## src/rtl/keypad_pkg.sv

```systemverilog
// Shared types and key decode for the 4x4 keypad scanner.
// Column index 0 is the column driven on columnas[3].
package keypad_pkg;

  typedef enum logic [1:0] {
    IDLE,
    SCAN,
    EVAL
  } state_t;

  typedef enum logic [1:0] {
    NONE,
    KEY,
    GHOST
  } fclass_t;

  function automatic logic [3:0] decode_key(
    input logic [1:0] col,
    input logic [3:0] rows
  );
    logic [3:0] code;
    case ({col, rows})
      6'b00_1000: code = 4'h1;
      6'b00_0100: code = 4'h4;
      6'b00_0010: code = 4'h7;
      6'b00_0001: code = 4'hE;
      6'b01_1000: code = 4'h2;
      6'b01_0100: code = 4'h5;
      6'b01_0010: code = 4'h8;
      6'b01_0001: code = 4'h0;
      6'b10_1000: code = 4'h3;
      6'b10_0100: code = 4'h6;
      6'b10_0010: code = 4'h9;
      6'b10_0001: code = 4'hF;
      6'b11_1000: code = 4'hA;
      6'b11_0100: code = 4'hB;
      6'b11_0010: code = 4'hC;
      6'b11_0001: code = 4'hD;
      default:    code = 4'h0;
    endcase
    return code;
  endfunction

endpackage

```

## src/rtl/keypad_evt_fifo.sv

```systemverilog
// Small synchronous FIFO for key events.
// Push while full is accepted only if a pop happens in the same cycle.
module keypad_evt_fifo #(
  parameter int WIDTH = 4,
  parameter int DEPTH = 4
) (
  input  logic                     clk,
  input  logic                     rst_n,
  input  logic                     push,
  input  logic                     pop,
  input  logic [WIDTH-1:0]         din,
  output logic [WIDTH-1:0]         dout,
  output logic                     full,
  output logic                     empty,
  output logic [$clog2(DEPTH):0]   count
);

  localparam int AW = $clog2(DEPTH);
  localparam int CW = AW + 1;

  logic [WIDTH-1:0] mem [DEPTH];
  logic [AW-1:0]    wr_ptr;
  logic [AW-1:0]    rd_ptr;
  logic             do_push;
  logic             do_pop;

  assign full    = (count == CW'(DEPTH));
  assign empty   = (count == '0);
  assign do_pop  = pop & ~empty;
  assign do_push = push & (~full | do_pop);
  assign dout    = mem[rd_ptr];

  // Storage write; contents need no reset since count gates visibility.
  always_ff @(posedge clk) begin
    if (do_push) mem[wr_ptr] <= din;
  end

  // Pointer and occupancy bookkeeping.
  always_ff @(posedge clk) begin
    if (!rst_n) begin
      wr_ptr <= '0;
      rd_ptr <= '0;
      count  <= '0;
    end else begin
      if (do_push) wr_ptr <= wr_ptr + 1'b1;
      if (do_pop)  rd_ptr <= rd_ptr + 1'b1;
      case ({do_push, do_pop})
        2'b10:   count <= count + 1'b1;
        2'b01:   count <= count - 1'b1;
        default: count <= count;
      endcase
    end
  end

endmodule

```

## src/rtl/keypad_scan_ctrl.sv

```systemverilog
// 4x4 keypad column scanner with frame debounce and event FIFO.
// One frame = four column slots plus one evaluation cycle.
module keypad_scan_ctrl
  import keypad_pkg::*;
#(
  parameter int SCAN_TICKS     = 2500,
  parameter int SETTLE_TICKS   = 16,
  parameter int DEBOUNCE_SCANS = 4,
  parameter int FIFO_DEPTH     = 4
) (
  input  logic                          clk,
  input  logic                          rst_n,
  input  logic                          enable,
  input  logic [3:0]                    filas,
  output logic [3:0]                    columnas,
  output logic                          key_valid,
  output logic [3:0]                    key_code,
  input  logic                          key_ack,
  output logic [$clog2(FIFO_DEPTH):0]   fifo_count,
  output logic                          overflow,
  input  logic                          clr_overflow,
  output logic                          irq
);

  localparam int TW = (SCAN_TICKS > 1) ? $clog2(SCAN_TICKS) : 1;
  localparam logic [TW-1:0] LAST_T   = TW'(SCAN_TICKS - 1);
  localparam logic [TW-1:0] SETTLE_T = TW'(SETTLE_TICKS);
  localparam logic [3:0]    DB       = 4'(DEBOUNCE_SCANS);

  logic [3:0]       sync1;
  logic [3:0]       sync_rows;
  state_t           state;
  state_t           state_nxt;
  logic [TW-1:0]    tick;
  logic [1:0]       col;
  logic [3:0][3:0]  snap;
  logic             last_tick;

  fclass_t          cls;
  logic [3:0]       code;
  fclass_t          last_class;
  logic [3:0]       last_code;
  logic [3:0]       stable_cnt;
  logic [3:0]       cnt_nxt;
  logic             reported;
  logic             same;
  logic             stable;

  logic             push_req;
  logic             push_ok;
  logic             pop;
  logic             full;
  logic             empty;

  assign last_tick = (tick == LAST_T);

  // Two-flop synchroniser for the asynchronous row lines.
  always_ff @(posedge clk) begin
    if (!rst_n) begin
      sync1     <= '0;
      sync_rows <= '0;
    end else begin
      sync1     <= filas;
      sync_rows <= sync1;
    end
  end

  // Scan FSM state register.
  always_ff @(posedge clk) begin
    if (!rst_n) state <= IDLE;
    else        state <= state_nxt;
  end

  // Scan FSM next-state logic.
  always_comb begin
    state_nxt = state;
    if (!enable) begin
      state_nxt = IDLE;
    end else begin
      case (state)
        IDLE:    state_nxt = SCAN;
        SCAN:    if (last_tick && col == 2'd3) state_nxt = EVAL;
        EVAL:    state_nxt = SCAN;
        default: state_nxt = IDLE;
      endcase
    end
  end

  // Column drive: one-hot only while scanning.
  always_comb begin
    columnas = 4'b0000;
    if (state == SCAN) columnas = 4'b1000 >> col;
  end

  // Slot timing and per-column row snapshots.
  always_ff @(posedge clk) begin
    if (!rst_n) begin
      tick <= '0;
      col  <= '0;
      snap <= '0;
    end else begin
      if (state == SCAN && enable) begin
        if (tick == SETTLE_T) snap[col] <= sync_rows;
        if (last_tick) begin
          tick <= '0;
          col  <= col + 2'd1;
        end else begin
          tick <= tick + 1'b1;
        end
      end else begin
        tick <= '0;
        col  <= '0;
      end
      if (!enable) snap <= '0;
    end
  end

  // Frame classification from the 16 snapshot bits.
  always_comb begin
    logic [4:0] n;
    logic [1:0] kcol;
    logic [3:0] krows;
    n     = '0;
    kcol  = '0;
    krows = '0;
    for (int c = 0; c < 4; c++) begin
      for (int r = 0; r < 4; r++) begin
        if (snap[c][r]) begin
          n     = n + 5'd1;
          kcol  = 2'(c);
          krows = snap[c];
        end
      end
    end
    if (n == 5'd0)      cls = NONE;
    else if (n == 5'd1) cls = KEY;
    else                cls = GHOST;
    code = decode_key(kcol, krows);
  end

  // Debounce decision for the current frame.
  always_comb begin
    same = (cls == last_class) && (cls != KEY || code == last_code);
    if (cls == GHOST)       cnt_nxt = '0;
    else if (!same)         cnt_nxt = 4'd1;
    else if (stable_cnt >= DB) cnt_nxt = DB;
    else                    cnt_nxt = stable_cnt + 4'd1;
    stable   = (cnt_nxt == DB);
    push_req = (state == EVAL) && enable && stable
             && (cls == KEY) && !reported;
  end

  // Debounce state, cleared whenever scanning is disabled.
  always_ff @(posedge clk) begin
    if (!rst_n || !enable) begin
      last_class <= NONE;
      last_code  <= '0;
      stable_cnt <= '0;
      reported   <= 1'b0;
    end else if (state == EVAL) begin
      stable_cnt <= cnt_nxt;
      if (cls != GHOST) begin
        last_class <= cls;
        last_code  <= code;
      end
      if (stable && cls == KEY)  reported <= 1'b1;
      if (stable && cls == NONE) reported <= 1'b0;
    end
  end

  assign pop       = ~empty & key_ack;
  assign push_ok   = push_req & (~full | pop);
  assign key_valid = ~empty;

  // Push pulse and sticky drop flag; a drop beats a clear.
  always_ff @(posedge clk) begin
    if (!rst_n) begin
      irq      <= 1'b0;
      overflow <= 1'b0;
    end else begin
      irq <= push_ok;
      if (push_req && !push_ok) overflow <= 1'b1;
      else if (clr_overflow)    overflow <= 1'b0;
    end
  end

  keypad_evt_fifo #(
    .WIDTH (4),
    .DEPTH (FIFO_DEPTH)
  ) u_fifo (
    .clk   (clk),
    .rst_n (rst_n),
    .push  (push_req),
    .pop   (pop),
    .din   (code),
    .dout  (key_code),
    .full  (full),
    .empty (empty),
    .count (fifo_count)
  );

endmodule

```

## config.mk

```make
export PLATFORM = sky130hd
export DESIGN_NAME = keypad_scan_ctrl
export DESIGN_NICKNAME = d
export VERILOG_FILES = /design/src/rtl/keypad_pkg.sv /design/src/rtl/keypad_evt_fifo.sv /design/src/rtl/keypad_scan_ctrl.sv
export SDC_FILE = /design/constraint.sdc
export NUM_CORES = 1
export LEC_CHECK = 0
export CORE_UTILIZATION = 55
export CTS_BUF_LIST = sky130_fd_sc_hd__clkbuf_4
export CTS_CLUSTER_DIAMETER = 100
export DETAILED_ROUTE_END_ITERATION = 10
export PLACE_DENSITY = 0.82
export SYNTH_ARGS = -nofsm -noshare
export SYNTH_HDL_FRONTEND = slang
export SYNTH_SLANG_ARGS = --single-unit
export TNS_END_PERCENT = 10
```

## constraint.sdc

```tcl
create_clock -name clk -period 11.3 [get_ports clk]
set_input_delay 2.26 -clock clk [delete_from_list [all_inputs] [get_ports clk]]
set_output_delay 2.26 -clock clk [all_outputs]
set_load 0.02 [all_outputs]
```

==> results of run 1 <==
[metrics by stage]
step	setup slack, ns	hold slack, ns
global route	-0.000129	0.471
floorplan	1.28	0.412
CTS	0.197	0.454
finish	0.701	0.449
detailed placement	0.183	0.424
global placement	0.865	0.415
[cell usage in the layout, fill, tap and decap left out, drive strengths merged, types with 3 or more instances in the layout]
master,count
o211ai,3
mux2,3
or2,7
clkbuf,9
dfxtp,62
a211oi,3
o22ai,6
mux4,4
nand2,57
nand2b,8
mux2i,24
clkdlybuf4s50,22
and3,18
a22oi,3
edfxtp,16
nand4b,5
xnor3,5
nor2,66
a21o,5
o21ai,23
nor3,18
inv,35
nor3b,4
or3,6
xnor2,34
buf,6
nor4,6
ha,30
nor4b,5
a21oi,22
nand3,17
or4,3
nand4,3
xor3,3
and3b,3
xor2,25
and2,18
nor2b,9
[power groups by stage]
stage / Sequential (mW) / Combinational (mW) / Clock [mW]
after floorplan: 0.291 / 0.00454 / 0
after global placement: 0.292 / 0.00864 / 0
after detailed placement: 0.292 / 0.00895 / 0
after CTS: 0.286 / 0.00901 / 0.161
after global routing: 0.286 / 0.00982 / 0.175
final: 0.286 / 0.00894 / 0.159
[per-layer routing]
metal / wire length [microns] / up-vias / share of wire [%] / track usage [%]
met5: 0 / - / 0 / 0
met4: 161 / 0 / 1.4 / 6.91
met3: 402 / 14 / 3.6 / 3.80
met2: 5570 / 103 / 50 / 38.7
met1: 5020 / 2100 / 45 / 29.1
li1: - / 2164 / - / -
[area by class of cell]
cell class	count	area, sq um
clock buffers	9	67.6
clock inverters	7	63.8
fillers	820	3700
inverters	32	120
multi-input cells	473	3620
repair buffers	28	265
well taps	133	166
flip-flops and latches	78	1720
[worst paths after layout]
path / startpoint / to / slack [ns] / cells past startpoint
worst max-delay path: snap[0] / u_fifo.count[2] / 0.70 / 61
worst min-delay path: sync1[0] / sync_rows[0] / 0.45 / 1
worst max register to register: snap[0] / u_fifo.count[2] / 0.70 / 61
worst min register to register: sync1[0] / sync_rows[0] / 0.45 / 1
[sequential cells by signal (all words and copies together), names as in the netlist, 2 cells and up, named ones only]
register	cells
col	2
last_class	2
last_code	4
snap	16
stable_cnt	4
state	2
sync1	4
sync_rows	4
tick	12
u_fifo.count	3
u_fifo.mem	16
u_fifo.rd_ptr	2
u_fifo.wr_ptr	2
[cells by family (layout without fill, tap and decap cells)]
| family | after synthesis | after routing |
|---|---|---|
| muxes | 31 | 31 |
| AOI/OAI and AO/OA | 85 | 85 |
| adders and majority gates | 31 | 31 |
| and+or+nand+nor | 259 | 259 |
| buffers and inverters | 56 | 76 |
| DFF | 78 | 78 |
| xor gates and xnor gates | 67 | 67 |
[timing repair]
action / CTS / global route
buffers inserted: 0 / 5
gates resized for setup: 0 / 17
endpoints found under the setup margin: 0 / 4
hold buffers: 0 / 0
==> results.toml, run 1 <==
[timing]
min_period_ns = 10.60
slew_violations = 0
hold_viol = 0
clock-skew-final_ns = 0.0203
fin_crit_sh_pct = 93.8
clock.fmax_mhz = 94.4
setup_viol = 0
setup_tns_ns = 0
max_slew_margin_pct = 38.8
worstMarginPinSlew_ns = 0.916

[synthesis]
synth.mux.area_fraction_pct = 6.72
synth_top_cell_by_area = "dfxtp_1"
yosysUniqueCellTypes = 82
ys_seq_elements = 78
synth.most_common_cell = "nor2_1"
ys_warn_count = 0
synth-compound-area-share_pct = 10.5
yosysSeqAreaShare_pct = 31.4
synth_top_family_by_area = "simple AND/OR/NAND/NOR gates"
synthCells = 607
synth.top_cell.area_share_pct = 22.7
synth_area_sq_mm = 0.00548
synth_commonest_cells = "nor2_1 (65), dfxtp_1 (62), nand2_1 (55)"
ys_top_cells_by_area = "dfxtp_1 (23%), edfxtp_1 (8.8%), ha_1 (6.9%)"
ys.flop_type = "dfxtp_1"
synth_fa_ha_area_share_pct = 7.22
avgSynthCellArea_sq_um = 9.02
synth_nets = 647
ys_async_sr_fraction_pct = 0
synthSimpleGateAreaFrac_pct = 24.7
synth-xor-area-share_pct = 15.1
synth-edff-count = 16

[setup_path]
arrival_ns = 10.98
critPathSlowestCell = "or3_4"
critical-path-top-delay-family = "adder cells"
endpoint_kind = "register"
path_buf_inv = 5
critPathRequiredTime_ns = 11.68
max_stage_delay_ns = 0.39
path_max_fanout = 6
startpoint_type = "register"
crit_type = "reg -> reg"
cpMostUsedCell = "ha_1"

[global_routing]
grt_pass1_wl_mm = 18.5
overflow = 0
antenna_found_initial = 0
grt_util_all_layers_pct = 22.6
grt_max_degree = 28
grt_pass1_vias = 4044

[power_and_ir_drop]
intPower_mw = 0.338
switchingPower_mw = 0.115
finalPower_mw = 0.453
switching_share_pct = 25.3
p_comb_share_pct = 2.0
powerDensity_mw_per_mm2 = 75.1
power.leakage_nw = 2.59
clkPwrFrac_pct = 35.0
ir_worst_vdd_v = 0.000101
pwr-share-seq_pct = 63.0

[final_layout]
syn2layout_area_growth_pct = 10.1
diodes = 0
fin_area_sq_mm = 0.00603
final_util_pct = 62.0
drive_above_1_share_pct = 12.6
fin_nets = 662
instances_no_fill = 760

[drt]
ant_nets = 0
via_per_inst = 5.76
dr.first_iter.drc_count = 272
routedWlPerCell_microns = 14.7
dr_total_vias = 4381
drc = 0
routed_wl_mm = 11.2
drtPass1Iterations = 5

[die]
num_rows = 36
die_w_microns = 102
io_pins = 23
initial_utilization_pct = 56.3
core-area_sq_mm = 0.00973
dieArea_sq_mm = 0.0104
dieHeight_microns = 102

[placement]
placed_area_sq_mm = 0.00575
port_buffers = 22
place_congestion = 0.916
place_inst = 739
hpwl_mm = 8.37

[clocking]
clkSlewWorstSetupHoldPaths_ns = 0.14
ctsRootBufferMaster = "clkbuf_4"
clk_path_buf_depth = 2
cts_tree = "done"
clock_latency_ns = 0.44
numCtsBuffers = 9
htree_num_levels = 3
clock-sinks = 78

[min_path]
holdCritPathClass = "reg -> reg"

[run_status]
status = "complete, no violations"

[job]
cap_violations = 0
Power figures use the tool's default switching activity.
==> inputs of run 2 (changes only) <==
--- a/config.mk
+++ b/config.mk
@@ -7,7 +7,6 @@
 export LEC_CHECK = 0
 export CORE_UTILIZATION = 55
 export CTS_BUF_LIST = sky130_fd_sc_hd__clkbuf_4
-export CTS_CLUSTER_DIAMETER = 100
 export DETAILED_ROUTE_END_ITERATION = 10
 export PLACE_DENSITY = 0.82
 export SYNTH_ARGS = -nofsm -noshare
==> results of run 2 <==
Final layout, timing and power as in run 1 (identical DEF).
==> inputs of run 3 (changes only) <==
--- a/config.mk
+++ b/config.mk
@@ -7,6 +7,7 @@
 export LEC_CHECK = 0
 export CORE_UTILIZATION = 55
 export CTS_BUF_LIST = sky130_fd_sc_hd__clkbuf_4
+export CTS_CLUSTER_SIZE = 28
 export DETAILED_ROUTE_END_ITERATION = 10
 export PLACE_DENSITY = 0.82
 export SYNTH_ARGS = -nofsm -noshare
==> constraint.sdc (replaced) <==
create_clock -name clk -period 10.55 [get_ports clk]
set_input_delay 2.11 -clock clk [delete_from_list [all_inputs] [get_ports clk]]
set_output_delay 2.11 -clock clk [all_outputs]
set_load 0.02 [all_outputs]
==> run 3 against run 2 <==
Design area is 3.5% higher. First-iteration DRC count is 7.4% higher. Die area stayed put. Sequential power is 7% higher. Combinational power is 6.0% higher. Non-clock buffer count is 5 higher. Sequential share of layout area is 0.87 points lower. Wire length is 1.5% higher. Clock skew is 0.0014 ns lower. Global-route usage is 0.24 points higher. Critical path depth stayed put. Critical path type unchanged. Highest routed layer unchanged.
==> results.toml, run 3 (same netlist as run 1, synthesis figures left out) <==
[run_status]
status = "complete, no violations"

[global_routing]
use_met2_pct = 37.9
antenna_found_initial = 0
grt_busiest_layer = "met2"
grt_pass1_wl_mm = 19.0
met3_usage_pct = 3.45
grt_pass1_vias = 4147
grt_util_all_layers_pct = 22.8
grt_max_degree = 28
overflow = 0
met1_usage_pct = 30.6

[timing]
min_period_ns = 10.37
rsz0062_at_grt = "yes"
clock-skew-final_ns = 0.0189
worst_slack_ns = 0.180
setup_tns_ns = 0
setup_viol = 0
worstMarginPinSlew_ns = 0.943
hold-worst-slack_ns = 0.446
max_slew_margin_pct = 35.5
hold_viol = 0
fin_crit_sh_pct = 98.3
clock.fmax_mhz = 96.4
slew_violations = 0

[clocking]
clk_path_buf_depth = 2
clock-sinks = 78
ctsRootBufferMaster = "clkbuf_4"
clkSlewWorstSetupHoldPaths_ns = 0.15
clock_latency_ns = 0.43
htree_num_levels = 3
numCtsBuffers = 9
cts_tree = "done"

[setup_path]
startpoint_type = "register"
r2r_cells = 61
reg2reg_to = "u_fifo.count[2]"
critPathSlowestCell = "or3_4"
max_stage_delay_ns = 0.45
cpMostUsedCell = "ha_1"
reg2reg_from = "snap[0]"
path_max_fanout = 5
critPathRequiredTime_ns = 10.91
arrival_ns = 10.73
cp-startpoint = "snap[0]"
cp-endpoint = "u_fifo.count[2]"
endpoint_kind = "register"
r2r_setup_slack_ns = 0.18
crit_type = "reg -> reg"

[final_layout]
largestRegisters = "snap x16, u_fifo.mem x16, tick x12"
drive_above_1_share_pct = 17.7
final_common_cell = "nor2_1"
syn2layout_area_growth_pct = 14.0
fillers = 766
layout_common_cells = "nor2_1 (64), dfxtp_1 (59), nand2_1 (50), inv_1 (24), mux2i_1 (23)"
fin_nets = 667
diodes = 0

[die]
num_rows = 36
core-area_sq_mm = 0.00973
die_w_microns = 102
initial_utilization_pct = 56.3
io_pins = 23
dieArea_sq_mm = 0.0104
dieHeight_microns = 102

[drt]
routedWlPerCell_microns = 14.8
drc = 0
dr.first_iter.drc_count = 292
routed_wl_mm = 11.3
via_per_inst = 5.71
ant_nets = 0
dr_total_vias = 4365
drtPass1Iterations = 5

[power_and_ir_drop]
power.leakage_nw = 2.64
finalPower_mw = 0.510
ir_worst_vdd_v = 0.0000824
powerDensity_mw_per_mm2 = 81.8

[placement]
port_buffers = 22
hpwl_mm = 8.12
place_congestion = 0.935
place_ws_ns = -0.391

[job]
cap_violations = 0

[min_path]
holdCritPathClass = "reg -> reg"
run 3: worst max-delay path, delay by kind of cell, from the launching register on:
kind / cells / cell delay [ns]
DFF: 1 / 0.41
buffers and inverters: 6 / 0.38
adders and majority gates: 15 / 4.32
and+or+nand+nor: 21 / 2.52
xor gates and xnor gates: 6 / 1.03
AOI/OAI and AO/OA: 11 / 1.16
muxes: 2 / 0.45
run 3: per-layer routing:
layer | wire (microns) | vias up
li1 | - | 2158
met1 | 5240 | 2091
met2 | 5600 | 99
met3 | 338 | 17
met4 | 140 | 0
met5 | 0 | -
run 3: how the worst min path moves through the flow:
stage                     cells past startpoint  slack (ns)      from      endpoint
after floorplan                               1        0.41  sync1[0]  sync_rows[0]
after global placement                        1        0.41  sync1[1]  sync_rows[1]
after detailed placement                      1        0.43  sync1[2]  sync_rows[2]
after CTS                                     1        0.45  sync1[3]  sync_rows[3]
after global routing                          1        0.46  sync1[3]  sync_rows[3]
final                                         1        0.45  sync1[3]  sync_rows[3]
run 3: power by group:
part / internal (mW) / switching (mW)
clock: 0.0778 / 0.118
sequential: 0.304 / 0.00118
combinational: 0.00449 / 0.00499
total: 0.386 / 0.124
run 3: metrics by stage:
stage	area, sq um	utilization, %	std cells
after global placement	5750	59.1	739
after global routing	6240	64.2	765
after floorplan	5480	-	607
after detailed placement	5750	59.1	739
final	6240	64.2	765
after CTS	6000	61.6	756
run 3: area by class of cell:
class / instances / area [sq um] / share of cell area, %
repair buffers: 33 / 303 / 4.85
clock buffers: 9 / 67.6 / 1.08
inverters: 32 / 123 / 1.96
clock inverters: 7 / 87.6 / 1.40
well taps: 133 / 166 / 2.67
flip-flops and latches: 78 / 1730 / 27.7
multi-input cells: 473 / 3770 / 60.3
run 3: repair_timing:
| item | in CTS | in global routing |
|---|---|---|
| resized for setup | 13 | 47 |
| setup endpoints to repair | 4 | 32 |
| setup buffers | 1 | 9 |
| hold buffers | 0 | 0 |
| pin swaps | 3 | 27 |
